### config.mk
export PLATFORM = sky130hd
export DESIGN_NAME = plab2_proc_mem_arbiter
export DESIGN_NICKNAME = d
export VERILOG_FILES = /design/src/rtl/plab2_proc_mem_arbiter_pkg.sv /design/src/rtl/plab2_proc_mem_arbiter_tag_queue.sv /design/src/rtl/plab2_proc_mem_arbiter.sv
export SDC_FILE = /design/constraint.sdc
export NUM_CORES = 1
export LEC_CHECK = 0
export BUFFER_PORTS_ARGS = -buffer_cell sky130_fd_sc_hd__buf_4
export CORE_AREA = 2 2 151 153
export DETAILED_ROUTE_END_ITERATION = 10
export DIE_AREA = 0 0 153 155
export GPL_TIMING_DRIVEN = 0
export PLACE_DENSITY_LB_ADDON = 0.1
export SLEW_MARGIN = 30
export SYNTH_ARGS = -nofsm -noshare
export SYNTH_HDL_FRONTEND = slang
export SYNTH_SLANG_ARGS = --single-unit
### constraint.sdc
create_clock -name clk -period 3.2 [get_ports clk]
set_clock_uncertainty 0.05 [all_clocks]
set_input_delay 0.16 -clock clk [delete_from_list [all_inputs] [get_ports clk]]
set_output_delay 0.16 -clock clk [all_outputs]
set_load 0.02 [all_outputs]
### src/rtl/plab2_proc_mem_arbiter_pkg.sv
// Shared constants for the processor/memory arbiter: message widths,
// requester-id encodings and tag-queue sizing helpers.
package plab2_proc_mem_arbiter_pkg;

  // VC_MEM_REQ_MSG_NBITS(8,32,32): type(3) opaque(8) addr(32) len(2) data(32)
  localparam int unsigned MEM_REQ_NBITS  = 77;
  // VC_MEM_RESP_MSG_NBITS(8,32): type(3) opaque(8) len(2) data(32)
  localparam int unsigned MEM_RESP_NBITS = 45;

  localparam int unsigned NUM_OUT_NBITS        = 5;
  localparam int unsigned TAGQ_TAG_NBITS       = 1;
  localparam int unsigned TAGQ_MAX_DEPTH       = 16;
  localparam int unsigned TAGQ_DEFAULT_DEPTH   = 4;

  typedef enum logic {
    ARB_ID_IMEM = 1'b0,
    ARB_ID_DMEM = 1'b1
  } arb_id_e;

  function automatic int unsigned tagq_ptr_nbits(input int unsigned depth);
    return (depth < 2) ? 1 : $clog2(depth);
  endfunction

  function automatic int unsigned tagq_cnt_nbits(input int unsigned depth);
    return tagq_ptr_nbits(depth) + 1;
  endfunction

endpackage

### src/rtl/plab2_proc_mem_arbiter_tag_queue.sv
// 1-bit-wide circular FIFO holding the requester id of every request
// still awaiting its memory response.
module plab2_proc_MemArbTagQueue
  import plab2_proc_mem_arbiter_pkg::*;
#(
  parameter int unsigned p_depth = TAGQ_DEFAULT_DEPTH
) (
  input  logic                               clk,
  input  logic                               rst_n,
  input  logic                               enq_val,
  input  logic                               enq_tag,
  input  logic                               deq_val,
  output logic                               deq_tag,
  output logic                               full,
  output logic                               empty,
  output logic [tagq_cnt_nbits(p_depth)-1:0] count
);

  localparam int unsigned PTR_W = tagq_ptr_nbits(p_depth);
  localparam int unsigned CNT_W = tagq_cnt_nbits(p_depth);

  logic [p_depth-1:0] tags_q, tags_d;
  logic [PTR_W-1:0]   wr_ptr_q, wr_ptr_d;
  logic [PTR_W-1:0]   rd_ptr_q, rd_ptr_d;
  logic [CNT_W-1:0]   count_q, count_d;
  logic               push, pop;

  assign full    = (count_q == CNT_W'(p_depth));
  assign empty   = (count_q == '0);
  assign count   = count_q;
  assign deq_tag = tags_q[rd_ptr_q];

  always_comb begin
    push     = enq_val && !full;
    pop      = deq_val && !empty;
    tags_d   = tags_q;
    wr_ptr_d = wr_ptr_q;
    rd_ptr_d = rd_ptr_q;
    count_d  = count_q;

    if (push) begin
      tags_d[wr_ptr_q] = enq_tag;
      wr_ptr_d = (wr_ptr_q == PTR_W'(p_depth - 1)) ? '0 : wr_ptr_q + 1'b1;
    end
    if (pop) begin
      rd_ptr_d = (rd_ptr_q == PTR_W'(p_depth - 1)) ? '0 : rd_ptr_q + 1'b1;
    end

    if (push && !pop) begin
      count_d = count_q + 1'b1;
    end else if (pop && !push) begin
      count_d = count_q - 1'b1;
    end
  end

  always_ff @(posedge clk or negedge rst_n) begin
    if (!rst_n) begin
      tags_q   <= '0;
      wr_ptr_q <= '0;
      rd_ptr_q <= '0;
      count_q  <= '0;
    end else begin
      tags_q   <= tags_d;
      wr_ptr_q <= wr_ptr_d;
      rd_ptr_q <= rd_ptr_d;
      count_q  <= count_d;
    end
  end

endmodule

### src/rtl/plab2_proc_mem_arbiter.sv
// Two-requester (imem/dmem) memory arbiter with in-order response routing.
// Define PLAB2_PROC_MEM_ARBITER_ROUND_ROBIN_EN for round-robin; default is dmem-first.
module plab2_proc_mem_arbiter
  import plab2_proc_mem_arbiter_pkg::*;
#(
  parameter int unsigned p_max_outstanding = TAGQ_DEFAULT_DEPTH
) (
  input  logic                      clk,
  input  logic                      reset,

  input  logic [MEM_REQ_NBITS-1:0]  req0_msg,
  input  logic                      req0_val,
  output logic                      req0_rdy,

  input  logic [MEM_REQ_NBITS-1:0]  req1_msg,
  input  logic                      req1_val,
  output logic                      req1_rdy,

  output logic [MEM_REQ_NBITS-1:0]  memreq_msg,
  output logic                      memreq_val,
  input  logic                      memreq_rdy,

  input  logic [MEM_RESP_NBITS-1:0] memresp_msg,
  input  logic                      memresp_val,
  output logic                      memresp_rdy,

  output logic [MEM_RESP_NBITS-1:0] resp0_msg,
  output logic                      resp0_val,
  input  logic                      resp0_rdy,

  output logic [MEM_RESP_NBITS-1:0] resp1_msg,
  output logic                      resp1_val,
  input  logic                      resp1_rdy,

  output logic [NUM_OUT_NBITS-1:0]  num_outstanding
);

  localparam int unsigned CNT_W = tagq_cnt_nbits(p_max_outstanding);

  arb_id_e          sel;
  arb_id_e          head;
  logic             can_grant;
  logic             xfer;
  logic             have_tag;
  logic             deq_fire;
  logic             q_deq_tag;
  logic             q_full;
  logic             q_empty;
  logic [CNT_W-1:0] q_count;

`ifdef PLAB2_PROC_MEM_ARBITER_ROUND_ROBIN_EN
  arb_id_e last_q, last_d;
`endif

  // Grant selection; a lone valid always wins, ties resolved by policy.
  always_comb begin
    sel = ARB_ID_IMEM;
    if (req0_val && req1_val) begin
`ifdef PLAB2_PROC_MEM_ARBITER_ROUND_ROBIN_EN
      sel = (last_q == ARB_ID_DMEM) ? ARB_ID_IMEM : ARB_ID_DMEM;
`else
      sel = ARB_ID_DMEM;
`endif
    end else if (req1_val) begin
      sel = ARB_ID_DMEM;
    end
  end

  // Outputs are gated by reset so nothing handshakes while it is held low.
  always_comb begin
    can_grant  = reset && !q_full;
    memreq_val = can_grant && (req0_val || req1_val);
    memreq_msg = (sel == ARB_ID_DMEM) ? req1_msg : req0_msg;
    req0_rdy   = can_grant && memreq_rdy && req0_val && (sel == ARB_ID_IMEM);
    req1_rdy   = can_grant && memreq_rdy && req1_val && (sel == ARB_ID_DMEM);
    xfer       = memreq_val && memreq_rdy;
  end

  always_comb begin
    head        = arb_id_e'(q_deq_tag);
    have_tag    = reset && !q_empty;
    resp0_msg   = memresp_msg;
    resp1_msg   = memresp_msg;
    resp0_val   = have_tag && memresp_val && (head == ARB_ID_IMEM);
    resp1_val   = have_tag && memresp_val && (head == ARB_ID_DMEM);
    memresp_rdy = have_tag && ((head == ARB_ID_IMEM) ? resp0_rdy : resp1_rdy);
    deq_fire    = memresp_val && memresp_rdy;
  end

`ifdef PLAB2_PROC_MEM_ARBITER_ROUND_ROBIN_EN
  always_comb begin
    last_d = last_q;
    if (xfer) begin
      last_d = sel;
    end
  end

  always_ff @(posedge clk or negedge reset) begin
    if (!reset) begin
      last_q <= ARB_ID_DMEM;
    end else begin
      last_q <= last_d;
    end
  end
`endif

  plab2_proc_MemArbTagQueue #(
    .p_depth (p_max_outstanding)
  ) tag_queue (
    .clk     (clk),
    .rst_n   (reset),
    .enq_val (xfer),
    .enq_tag (sel),
    .deq_val (deq_fire),
    .deq_tag (q_deq_tag),
    .full    (q_full),
    .empty   (q_empty),
    .count   (q_count)
  );

  assign num_outstanding = NUM_OUT_NBITS'(q_count);

endmodule

==> results of run 1 <==
final cells by class:
type,count,area [µm²]
Clock buffer,4,78.8
Sequential cell,11,275
Buffer,101,724
Timing Repair Buffer,338,2540
Tap cell,285,357
Inverter,5,18.8
Fill cell,2466,17000
Multi-Input combinational cell,122,1240
per-stage QoR:
step	area [µm²]	hold slack [ps]	setup WS [ps]	utilization [%]	total power, W
after floorplan	2250	-186	779	-	0.000914
after global placement	5140	-26.4	582	23.1	0.00141
after detailed placement	5140	-26.4	576	23.1	0.00142
after CTS	5230	219	557	23.5	0.00166
after global routing	5230	245	399	23.5	0.00174
final	5230	219	602	23.5	0.00163
worst max-delay path: stages, from the launching register on:
cell and delay, ps:
dfrtp_1 410, mux4_2 570, mux2i_1 160, nor2_1 240, inv_1 90, ha_1 230, inv_1 70, fa_1 400
mux2_2 270
routing by layer:
metal | up-vias | GRT usage (%)
met2 | 151 | 19.0
li1 | 1405 | -
met5 | - | 0
met4 | 0 | 0.838
met3 | 4 | 2.34
met1 | 1328 | 8.78
Yosys cell counts:
| cell | instances |
|---|---|
| buf_4 | 92 |
| mux2_2 | 80 |
| dfrtp_1 | 11 |
| clkbuf_1 | 9 |
| nor2_1 | 8 |
| ha_1 | 6 |
| inv_1 | 5 |
| nand3_1 | 4 |
| a32o_1 | 3 |
| nand2_1 | 3 |
| a21oi_1 | 2 |
| mux2_1 | 2 |
| xor2_1 | 2 |
| a22o_1 | 1 |
| and2_1 | 1 |
| conb_1 | 1 |
| fa_1 | 1 |
| mux2i_1 | 1 |
| mux4_2 | 1 |
| nor2b_1 | 1 |
| o21ai_0 | 1 |
| o311ai_2 | 1 |
| o31ai_1 | 1 |
| xnor2_1 | 1 |
what timing repair did:
action,CTS,global route
hold endpoints to repair,11,0
setup endpoints to repair,0,0
hold buffers,1,0
resized for setup,0,0
flip-flops by register name, summed over array words and instances (netlist names):
| signal | cells |
|---|---|
| tag_queue.rd_ptr_q | 2 |
| tag_queue.wr_ptr_q | 2 |
| tag_queue.tags_q | 4 |
| tag_queue.count | 3 |
cells by family (layout without fill, tap and decap cells):
family / count (synthesis) / in the layout
mux: 84 / 84
simple gates: 17 / 17
compound gates: 9 / 9
xor+xnor: 3 / 3
other cells: 1 / 2
flops: 11 / 11
fa+ha+maj: 7 / 7
buf+inv: 106 / 448
report_power, final:
group | switching [W] | internal [W] | total [W] | leakage (nW)
sequential | 0.0000863 | 0.000212 | 0.000299 | 0.131
clock | 0.0000612 | 0.000167 | 0.000229 | 0.0382
combinational | 0.000491 | 0.000611 | 0.00110 | 2.55
total | 0.000639 | 0.000991 | 0.00163 | 2.72
worst paths after layout:
check	start	to	cells past startpoint
hold reg to reg	tag_queue.tags_q[3]$_DFFE_PN0P_	tag_queue.tags_q[3]$_DFFE_PN0P_	1
setup / recovery	tag_queue.rd_ptr_q[0]$_DFFE_PN0P_	tag_queue.count[1]$_DFFE_PN0P_	8
min in group asynchronous	reset	tag_queue.rd_ptr_q[0]$_DFFE_PN0P_	2
hold / removal	req0_val	tag_queue.tags_q[3]$_DFFE_PN0P_	3
max in group asynchronous	reset	tag_queue.count[1]$_DFFE_PN0P_	2
setup reg to reg	tag_queue.rd_ptr_q[0]$_DFFE_PN0P_	tag_queue.count[1]$_DFFE_PN0P_	8
==> qor.txt, run 1 <==
mux cell area share after synthesis -> 42.5%
largest area contributor in the netlist -> mux2_2
Mapped Area -> 0.00225 mm²
P&R area growth vs syn -> 132%
Inserted Diodes -> 0
initial core utilization -> 10.1%
Adder-Cell Fraction of Synth Area -> 4.22%
Post-CTS Repair Setup Buffers -> 0
grt ovf -> 0
commonest non-fill, non-tap cell in the layout -> buf_4
metal3 WL -> 971 µm
run status -> completed
CTS Buf Count -> 3
# rows -> 55
Clock Pin Slew Worst Setup and Hold Paths -> 40 ps
max layer used -> met4
compound-cell area share of the yosys netlist -> 3.45%
main combinational cell family by area after synthesis -> multiplexers
DRC Markers -> 0
period utilisation layout -> 81.2%
CTS H-tree lvls -> 1
port bufs -> 337
simple-gate portion of the synthesized area -> 3.28%
most frequent cells in the layout -> buf_4 (429), mux2_2 (80), dfrtp_1 (11), clkbuf_1 (10), nor2_1 (8)
clk buf depth -> 2
root buf cell -> clkbuf_16
met2 wire len -> 7280 µm
GP Congestion -> 0.761
Slew Viols, Final -> 0
I/O Pins -> 385
Core Box Area -> 0.0222 mm²
CP Max Fanout -> 4
met1 WL -> 3670 µm
r2r setup slk -> 600 ps
Worst Max-Slew Pin Slew -> 773 ps
Area contributors post-synth -> mux2_2 (40%), buf_4 (31%), dfrtp_1 (12%)
clk_lat worst skew -> 240 ps
cell leakage power -> 2.72 nW
nets -> 796
Finish-stage setup viols -> 0
crit path time final -> 2600 ps
placed insts -> 861
first-pass GRT wire length -> 16800 µm
worst hold path type -> in2reg
Startpoint Class -> flop
largest net degree at the start of global routing -> 16
YS warnings -> 0
vias in the first global route -> 2933
Synth Area per Inst -> 9.46 µm²
Die W -> 153 µm
Req. time, crit path -> 3270 ps
vias post-DR -> 2888
antenna violations before repair -> 0
Synth Register Bits -> 11
Critical Path AT -> 2670 ps
Power Dens Cells -> 312 mW/mm²
RSZ-0062 raised after global routing -> no
drt initial violations -> 29
die area -> 0.0237 mm²
Synth top area share -> 40.0%
antenna-violating nets left -> 0
Clock Sinks -> 11
Crit Path Category -> reg2reg
final WL -> 12000 µm
Final Hold Viols -> 0
DRT Pass-1 Iters -> 4
Max VDD drop -> 0.163 mV
Via-to-Cell Ratio -> 3.33
post-synthesis sequential area ratio -> 12.2%
Max Clk Rate -> 0.385 GHz
xor/xnor share of the synthesized area -> 1.17%
per-cell routed wire length -> 13.8 µm
setup TNS -> 0 ps
Total GRT Usage -> 8.93%
TritonCTS clock tree -> done
number of distinct library cells after synthesis -> 24
Cells after Synth -> 238
Worst Setup End Kind -> flop
slew margin rel. -> 48.5%
Post-Layout Cell Count -> 866
fraction of layout cells with a size suffix above 1 -> 88.5%
Post-DP HPWL -> 11100 µm
Die Y-Extent -> 155 µm
Max-Cap Viols -> 0
(Power assumes the default switching activity.)
==> run 2: changes to the inputs <==
==> constraint.sdc (replaced) <==
create_clock -name clk -period 2.6 [get_ports clk]
set_clock_uncertainty 0.05 [all_clocks]
set_input_delay 0.13 -clock clk [delete_from_list [all_inputs] [get_ports clk]]
set_output_delay 0.13 -clock clk [all_outputs]
set_load 0.02 [all_outputs]
==> run 2 against run 1 <==
Net effect: sequential cell count did not move; largest cell class unchanged; register-to-register slack got worse by 460 ps; via count rose by 1.5%; critical endpoint is now tag_queue.count[2]$_DFFE_PN0P_; worst hold slack got worse by 29 ps; first-iteration DRC count rose by 3.4%; sequential share of layout area fell by 0.056 points; global-route usage did not move.
==> qor.txt, run 2 (synthesis gave the netlist of run 1 again) <==
run status -> completed
Worst Max-Slew Pin Slew -> 773 ps
Inserted Diodes -> 0
Min Hold Slack -> 190 ps
Total GRT Usage -> 8.93%
Seq pwr share -> 17.5%
Internal -> 0.00127 W
vias in the first global route -> 2938
first-pass GRT wire length -> 16800 µm
metal3 WL -> 975 µm
Max Clk Rate -> 0.407 GHz
FF/Latch Area -> 275 µm²
combinational share of power -> 68.9%
final WL -> 12000 µm
GP Congestion -> 0.761
Crit Path Category -> reg2reg
period utilisation layout -> 94.4%
die area -> 0.0237 mm²
per-cell routed wire length -> 13.8 µm
fraction of layout cells with a size suffix above 1 -> 89.3%
Post-DP HPWL -> 11100 µm
grt ovf -> 0
max FFs per register -> 4
cell leakage power -> 2.75 nW
root buf cell -> clkbuf_16
nets -> 802
Slew Viols, Final -> 0
antenna-violating nets left -> 0
Startpoint Class -> flop
multi-input logic area -> 0.00125 mm²
port bufs -> 337
most frequent cells in the layout -> buf_4 (435), mux2_2 (80), dfrtp_1 (11), clkbuf_1 (10), nor2_1 (7)
# rows -> 55
Critical Path AT -> 2560 ps
Core Util, Final -> 23.8%
Final Hold Viols -> 0
Power Dens Cells -> 392 mW/mm²
I/O Pins -> 385
CTS Buf Count -> 3
vias post-DR -> 2931
largest net degree at the start of global routing -> 16
CTS H-tree lvls -> 1
clk buf depth -> 2
max layer used -> met4
Worst Setup End Kind -> flop
DRT Pass-1 Iters -> 4
Core Box Area -> 0.0222 mm²
antenna violations before repair -> 0
Via-to-Cell Ratio -> 3.36
crit path time final -> 2450 ps
Clock Pin Slew Worst Setup and Hold Paths -> 40 ps
Finish-stage setup viols -> 0
# fillers -> 2469
Die W -> 153 µm
initial core utilization -> 10.1%
DRC Markers -> 0
Clock power frac -> 13.5%
Clock Sinks -> 11
P&R area growth vs syn -> 135%
Max-Cap Viols -> 0
met1 WL -> 3690 µm
Req. time, crit path -> 2710 ps
worst hold path type -> in2reg
drt initial violations -> 30
Sw Pwr -> 0.000802 W
TritonCTS clock tree -> done
sw frac -> 38.7%
Reg with most FFs -> tag_queue.tags_q
CP Max Fanout -> 3
Max VDD drop -> 0.202 mV
commonest non-fill, non-tap cell in the layout -> buf_4
clk_lat worst skew -> 240 ps
met2 wire len -> 7320 µm
Die Y-Extent -> 155 µm
slew margin rel. -> 48.5%
## run 2: cell types whose count changed in the layout (fill, tap and decap cells not counted), sizes merged
| cell | delta |
|---|---|
| buf | +6 |
## run 2: final timing paths
check / startpoint / to / slack (ps) / cells after the start
max in group asynchronous: reset / tag_queue.count[1]$_DFFE_PN0P_ / 2090 / 2
min in group asynchronous: reset / tag_queue.rd_ptr_q[0]$_DFFE_PN0P_ / 240 / 2
min: req0_val / tag_queue.tags_q[3]$_DFFE_PN0P_ / 190 / 3
max: tag_queue.rd_ptr_q[0]$_DFFE_PN0P_ / tag_queue.count[2]$_DFFE_PN0P_ / 150 / 10
max reg2reg: tag_queue.rd_ptr_q[0]$_DFFE_PN0P_ / tag_queue.count[2]$_DFFE_PN0P_ / 150 / 10
min reg2reg: tag_queue.tags_q[1]$_DFFE_PN0P_ / tag_queue.tags_q[1]$_DFFE_PN0P_ / 450 / 1
## run 2: power by group through the flow
stage | clock, W | combinational (W) | sequential [W]
floorplan | 0 | 0.000752 | 0.000373
global placement | 0 | 0.00137 | 0.000366
detailed placement | 0 | 0.00138 | 0.000372
CTS | 0.000288 | 0.00139 | 0.000370
global route | 0.000299 | 0.00153 | 0.000381
finish | 0.000280 | 0.00143 | 0.000364
## run 2: timing repair
action | in CTS | in global routing
gates resized for setup | 2 | 2
gates cloned | 0 | 0
pin swaps | 0 | 3
buffers inserted | 0 | 6
endpoints found under the setup margin | 2 | 2
hold endpoints to repair | 11 | 0
hold buffers | 1 | 0
## run 2: critical path, stage by stage (launching register included)
cell     delay [ps]
dfrtp_1         380
mux4_2          570
mux2i_2         240
nor2_2           70
inv_1            70
ha_2            170
inv_1            50
fa_2            330
xor2_1          160
nor2_1          140
xor2_1          150
## run 2: layer usage
layer / up-vias / global-route usage (%)
li1: 1416 / -
met4: 0 / 0.838
met5: - / 0
met3: 4 / 2.34
met2: 153 / 19.0
met1: 1358 / 8.76
## run 2: area by class of cell
type | count | share of cell area (%)
buffer | 101 | 13.7
clock buffer | 4 | 1.49
inverter | 5 | 0.355
multi-input combinational | 122 | 23.6
sequential | 11 | 5.21
tap | 285 | 6.75
timing repair buffer | 344 | 48.9
## run 2: metrics by stage
step / power [W] / setup slack, ps / TNS [ps] / instances / cell area [µm²]
2_1_floorplan: 0.00112 / 179 / 0 / 239 / 2250
6_report: 0.00207 / 146 / 0 / 872 / 5290
3_5_place_dp: 0.00175 / -24.3 / -24.3 / 861 / 5140
3_3_place_gp: 0.00173 / -17.7 / -17.7 / 861 / 5140
5_1_grt: 0.00221 / -6.43 / -6.43 / 872 / 5290
4_1_cts: 0.00205 / 3.81 / 0 / 866 / 5240
